[config.mk]
export PLATFORM = sky130hd
export DESIGN_NAME = dmem_arbiter
export DESIGN_NICKNAME = d
export VERILOG_FILES = /design/src/rtl/dmem_pkg.sv /design/src/rtl/dmem_lane_fmt.sv /design/src/rtl/dmem_arbiter.sv
export SDC_FILE = /design/constraint.sdc
export NUM_CORES = 1
export LEC_CHECK = 0
export BUFFER_PORTS_ARGS = -buffer_cell sky130_fd_sc_hd__buf_2
export CORE_UTILIZATION = 46
export DETAILED_ROUTE_END_ITERATION = 7
export PLACE_DENSITY = 0.92
export SLEW_MARGIN = 0
export SYNTH_ARGS = -nofsm -noshare
export SYNTH_HDL_FRONTEND = slang
export SYNTH_SLANG_ARGS = --single-unit
[constraint.sdc]
create_clock -name clk -period 2.2 [get_ports clk]
set_input_delay 0.44 -clock clk [delete_from_list [all_inputs] [get_ports clk]]
set_output_delay 0.44 -clock clk [all_outputs]
set_load 0.01 [all_outputs]
[src/rtl/dmem_pkg.sv]
// Shared types and constants for the data-memory arbiter.
package dmem_pkg;

    localparam int unsigned NUM_REQ = 2;
    localparam int unsigned DATA_W  = 32;
    localparam int unsigned BE_W    = 4;

    // Access size encoding as seen on req_size.
    typedef enum logic [1:0] {
        SZ_BYTE = 2'b00,
        SZ_HALF = 2'b01,
        SZ_WORD = 2'b10,
        SZ_RSVD = 2'b11
    } size_e;

    // Arbiter FSM states.
    typedef enum logic {
        ST_IDLE   = 1'b0,
        ST_ACCESS = 1'b1
    } state_e;

    // Request attributes captured at accept time (address kept separately
    // because its width is a module parameter).
    typedef struct packed {
        logic              we;
        size_e             size;
        logic              uns;
        logic [DATA_W-1:0] wdata;
    } req_attr_t;

    // Misaligned or reserved-size access.
    function automatic logic access_err(input size_e size, input logic [1:0] addr_lo);
        case (size)
            SZ_BYTE: return 1'b0;
            SZ_HALF: return addr_lo[0];
            SZ_WORD: return |addr_lo;
            default: return 1'b1;
        endcase
    endfunction

endpackage

[src/rtl/dmem_lane_fmt.sv]
// Byte-lane formatter: store byte enables, error flag and load extension.
// Ports:
//   we, size, uns, addr_lo - registered request attributes
//   mem_rdata              - raw read data from memory
//   bwe_c                  - byte enables (0 for loads and errors)
//   err_c                  - misaligned / reserved-size flag
//   rdata_c                - extended load data (0 for stores and errors)
module dmem_lane_fmt
    import dmem_pkg::*;
(
    input  logic              we,
    input  size_e             size,
    input  logic              uns,
    input  logic [1:0]        addr_lo,
    input  logic [DATA_W-1:0] mem_rdata,
    output logic [BE_W-1:0]   bwe_c,
    output logic              err_c,
    output logic [DATA_W-1:0] rdata_c
);

    // Data is right-aligned on both paths, so only the size picks lanes.
    always_comb begin
        bwe_c   = '0;
        rdata_c = '0;
        err_c   = access_err(size, addr_lo);
        if (!err_c) begin
            if (we) begin
                case (size)
                    SZ_BYTE: bwe_c = 4'b0001;
                    SZ_HALF: bwe_c = 4'b0011;
                    SZ_WORD: bwe_c = 4'b1111;
                    default: bwe_c = 4'b0000;
                endcase
            end else begin
                case (size)
                    SZ_BYTE: rdata_c = {{24{~uns & mem_rdata[7]}},  mem_rdata[7:0]};
                    SZ_HALF: rdata_c = {{16{~uns & mem_rdata[15]}}, mem_rdata[15:0]};
                    SZ_WORD: rdata_c = mem_rdata;
                    default: rdata_c = '0;
                endcase
            end
        end
    end

endmodule

[src/rtl/dmem_arbiter.sv]
// Two-requester round-robin arbiter in front of a shared data memory.
// Ports:
//   clk, rst                        - clock, async active-low reset
//   req_valid/ready/addr/we/size/
//   req_unsigned/req_wdata          - per-requester request (0 = LSU, 1 = debug)
//   resp_valid, resp_rdata, resp_err- registered one-cycle response
//   mem_addr, mem_bwe, mem_wdata    - memory write/address port
//   mem_rdata                       - combinational memory read data
module dmem_arbiter
    import dmem_pkg::*;
#(
    parameter int unsigned ADDRESS_WIDTH = 8
) (
    input  logic                                  clk,
    input  logic                                  rst,
    input  logic [NUM_REQ-1:0]                    req_valid,
    output logic [NUM_REQ-1:0]                    req_ready,
    input  logic [NUM_REQ-1:0][ADDRESS_WIDTH-1:0] req_addr,
    input  logic [NUM_REQ-1:0]                    req_we,
    input  logic [NUM_REQ-1:0][1:0]               req_size,
    input  logic [NUM_REQ-1:0]                    req_unsigned,
    input  logic [NUM_REQ-1:0][DATA_W-1:0]        req_wdata,
    output logic [NUM_REQ-1:0]                    resp_valid,
    output logic [DATA_W-1:0]                     resp_rdata,
    output logic                                  resp_err,
    output logic [ADDRESS_WIDTH-1:0]              mem_addr,
    output logic [BE_W-1:0]                       mem_bwe,
    output logic [DATA_W-1:0]                     mem_wdata,
    input  logic [DATA_W-1:0]                     mem_rdata
);

    state_e                   state_q, state_d;
    logic                     gnt_c;
    logic                     accept_c;
    logic                     last_q;
    logic                     owner_q;
    logic [ADDRESS_WIDTH-1:0] addr_q;
    req_attr_t                attr_q;
    logic [BE_W-1:0]          bwe_c;
    logic                     err_c;
    logic [DATA_W-1:0]        rdata_c;

    // Round-robin pick: on a tie the requester not granted last wins.
    always_comb begin
        gnt_c = 1'b0;
        if (&req_valid) gnt_c = ~last_q;
        else            gnt_c = req_valid[1];
    end

    // FSM next state and combinational ready; ready is held off in reset.
    always_comb begin
        state_d   = state_q;
        req_ready = '0;
        accept_c  = 1'b0;
        case (state_q)
            ST_IDLE: begin
                if (rst && (|req_valid)) begin
                    req_ready = NUM_REQ'(1) << gnt_c;
                    accept_c  = 1'b1;
                    state_d   = ST_ACCESS;
                end
            end
            ST_ACCESS: state_d = ST_IDLE;
            default:   state_d = ST_IDLE;
        endcase
    end

    // State register.
    always_ff @(posedge clk or negedge rst) begin
        if (!rst) state_q <= ST_IDLE;
        else      state_q <= state_d;
    end

    // Accepted request capture and round-robin history.
    always_ff @(posedge clk or negedge rst) begin
        if (!rst) begin
            addr_q  <= '0;
            attr_q  <= '0;
            owner_q <= 1'b0;
            last_q  <= 1'b1;
        end else if (accept_c) begin
            addr_q  <= req_addr[gnt_c];
            attr_q  <= '{we:    req_we[gnt_c],
                         size:  size_e'(req_size[gnt_c]),
                         uns:   req_unsigned[gnt_c],
                         wdata: req_wdata[gnt_c]};
            owner_q <= gnt_c;
            last_q  <= gnt_c;
        end
    end

    dmem_lane_fmt u_lane_fmt (
        .we        (attr_q.we),
        .size      (attr_q.size),
        .uns       (attr_q.uns),
        .addr_lo   (addr_q[1:0]),
        .mem_rdata (mem_rdata),
        .bwe_c     (bwe_c),
        .err_c     (err_c),
        .rdata_c   (rdata_c)
    );

    // Response captured on the edge leaving ACCESS; valid/err last one cycle.
    always_ff @(posedge clk or negedge rst) begin
        if (!rst) begin
            resp_valid <= '0;
            resp_err   <= 1'b0;
            resp_rdata <= '0;
        end else begin
            resp_valid <= '0;
            resp_err   <= 1'b0;
            if (state_q == ST_ACCESS) begin
                resp_valid <= NUM_REQ'(1) << owner_q;
                resp_err   <= err_c;
                resp_rdata <= rdata_c;
            end
        end
    end

    // Memory port; async reset of state/regs zeroes these immediately.
    assign mem_addr  = addr_q;
    assign mem_wdata = attr_q.wdata;
    assign mem_bwe   = (state_q == ST_ACCESS) ? bwe_c : '0;

endmodule

==> results.ini <==
[timing]
fin_skew_ps = 9.77
rsz0062_at_grt = yes
drv_slew = 0
fmax_mhz = 450
worst_pin_slew_ps = 996
finalCritPeriodShare = 1.01
fin_ws_ps = -23.6
finalSetupTns_ps = -43.4
post-route-min-period_ps = 2220
finalSetupViolations = 2
worst_slew_margin_rel = 0.336
finalHoldViolCount = 0

[synthesis]
ys_ff_latch = 82
async_flop_share = 1.00
yosys-top-cells-count = 81 x dfrtp_1, 44 x a221o_1, 41 x a21boi_0
avgSynthCellArea_sq_um = 11.8
synthTopCellsByArea = dfrtp_1 51%, a221o_1 11%, a21boi_0 7.8%
synth_top_area_share = 0.514
syn_nets = 463
ys_seq_area_frac = 0.520
yosysUniqueCellTypes = 29
synthFlopType = dfrtp_1
synth_top_area_cell = dfrtp_1
synth.most_common_cell = dfrtp_1
synth_cells = 334
ys_warn_count = 0
synth_edf_count = 0
mappedNetlistArea_sq_um = 3950

[placement]
port_buffers = 204
placed_area_sq_um = 4780
placedCellCount = 585
gp_congestion = 0.819
dp_hpwl_um = 7550

[route]
vias = 3472
firstDrtPassIters = 4
wl_per_cell_um = 17.5
antenna_left = 0
post-route-drc-count = 0
routed-wl-met3_um = 789
met1Wirelength_um = 4270
wl_met2_um = 5340
top_layer_used = met4
totalWireLength_um = 10600
drt_first_iter_violations = 132
vias_per_cell = 5.70

[power_and_ir_drop]
pwr-share-comb = 0.323
clock_power_share = 0.236
powerDensity_nw_per_um2 = 899
netSwitchingPower_mw = 1.58
power_mw = 4.56
swShare = 0.345
seqPwrFrac = 0.441
p_leak_nw = 2.60
internal-power_mw = 2.99
irDropWorstVdd_uv = 354

[die]
dieArea_sq_um = 8950
die_w_um = 94.6
die_h_um = 94.6
placementRows = 33
core_area_sq_um = 8260
start_util = 0.478
ios = 205

[job]
drv_cap = 0

[final_layout]
design_area_sq_um = 5080
fillers = 676
area_growth_pct = 28.7
layout.cells.non_filler = 609
nets = 627
utilization = 0.615
drive_gt1_frac = 0.499

[setup_path]
cp_max_fo = 4
crit_arrival_ps = 1780
cp-start-kind = flip-flop
critPathKind = flip-flop to primary output
cp.required_ps = 1760
end_kind = primary output

[global_routing]
grt_pass1_vias = 3311
antenna_found_initial = 1
grt_overflow_total = 0
grt_use_total = 0.237
grt_first_pass_wirelength_um = 16100
grt_max_degree = 83

[cts]
ctsHoldBuffers = 0
htree_levels = 3
cts_buffer_depth = 2
clkSlewWorstSetupHoldPaths_ps = 100
cts_tree = built
clock_sinks = 82
root_buffer = clkbuf_8
clk_latency_ps = 360
cts_buffers = 9

[worst_hold_path]
hp-class = primary input to flip-flop

[run_status]
violations = negative setup slack
status = complete, but fails checks

==> sequential cells by signal, summed over array words and instances, names as in the netlist <==
signal      flops
resp_rdata     32
resp_err        1
state_q         1
resp_valid      2
owner_q         1
mem_addr        8
attr_q          4
last_q          1
mem_wdata      32
==> area by class of cell <==
| cell class | instances | area [sq um] | share of cell area |
|---|---|---|---|
| Clock inverter | 7 | 67.6 | 0.0133 |
| Sequential cell | 82 | 2050 | 0.404 |
| Antenna cell | 1 | 2.50 | 0.000493 |
| Timing Repair Buffer | 219 | 1170 | 0.231 |
| Clock buffer | 9 | 124 | 0.0244 |
| Multi-Input combinational cell | 182 | 1510 | 0.297 |
| Tap cell | 105 | 131 | 0.0259 |
| Inverter | 4 | 15.0 | 0.00296 |
==> routing by layer <==
layer | vias up | track usage
li1 | 1581 | -
met1 | 1690 | 0.287
met2 | 174 | 0.408
met3 | 27 | 0.0451
met4 | 0 | 0.109
met5 | - | 0
==> metrics by stage <==
stage | hold slack [ps] | worst slack [ps]
4_1_cts | 285 | -34.2
3_3_place_gp | 423 | 313
5_1_grt | 290 | -72.9
2_1_floorplan | 144 | 212
3_5_place_dp | 435 | 215
6_report | 300 | -23.6
==> path summary, 6_finish.rpt <==
path | depth (start not counted) | from | slack (ps) | to
setup / recovery | 5 | attr_q[34]$_DFFE_PN0P_ | -20 | mem_bwe[3]
hold / removal | 2 | req_wdata[42] | 300 | mem_wdata[10]$_DFFE_PN0P_
setup reg to reg | 6 | attr_q[34]$_DFFE_PN0P_ | 160 | resp_rdata[27]$_DFFE_PN0P_
hold reg to reg | 1 | owner_q$_DFFE_PN0P_ | 450 | resp_valid[0]$_DFF_PN0_
max in group asynchronous | 2 | rst | 1230 | mem_addr[2]$_DFFE_PN0P_
min in group asynchronous | 2 | rst | 330 | resp_rdata[15]$_DFFE_PN0P_
==> worst max-delay path, stage by stage, from the launching register on <==
cell	delay (ps)
dfrtp_1	440
ha_2	220
or3_4	350
nand2_4	90
and4_4	220
buf_6	110
==> cell usage in the layout, fill, tap and decap left out, types with 3 or more instances in the layout <==
cell / n
dfrtp_1: 81
a21oi_1: 13
a21boi_0: 41
a22oi_1: 16
nand2_1: 9
o2bb2ai_1: 32
clkbuf_8: 9
buf_2: 201
nor2_1: 4
inv_6: 3
a221o_1: 44
buf_4: 14
inv_8: 3
==> cells by family (layout without fill, tap and decap cells) <==
logic type / count (synthesis) / in the layout / synth area share
AO/OA/AOI/OAI: 149 / 149 / 0.317
adder cells (fa/ha/maj): 5 / 5 / 0.0159
buffers and inverters: 70 / 239 / 0.108
other: 0 / 1 / 0
AND/OR/NAND/NOR: 28 / 28 / 0.0393
flip-flops: 82 / 82 / 0.520
==> power by group through the flow <==
stage / combinational [mW] / sequential, mW / clock, mW
after global routing: 1.61 / 2.05 / 1.18
after CTS: 1.47 / 2.01 / 1.10
after global placement: 1.35 / 2.02 / 0
after floorplan: 0.895 / 2.09 / 0
final: 1.47 / 2.01 / 1.07
after detailed placement: 1.41 / 2.03 / 0
==> what timing repair did <==
item / 4_1_cts / 5_1_grt
setup buffers: 6 / 1
gates resized for setup: 9 / 3
setup endpoints to repair: 4 / 4
pin swaps: 5 / 3
No activity file was read; power rests on OpenSTA's default activity.
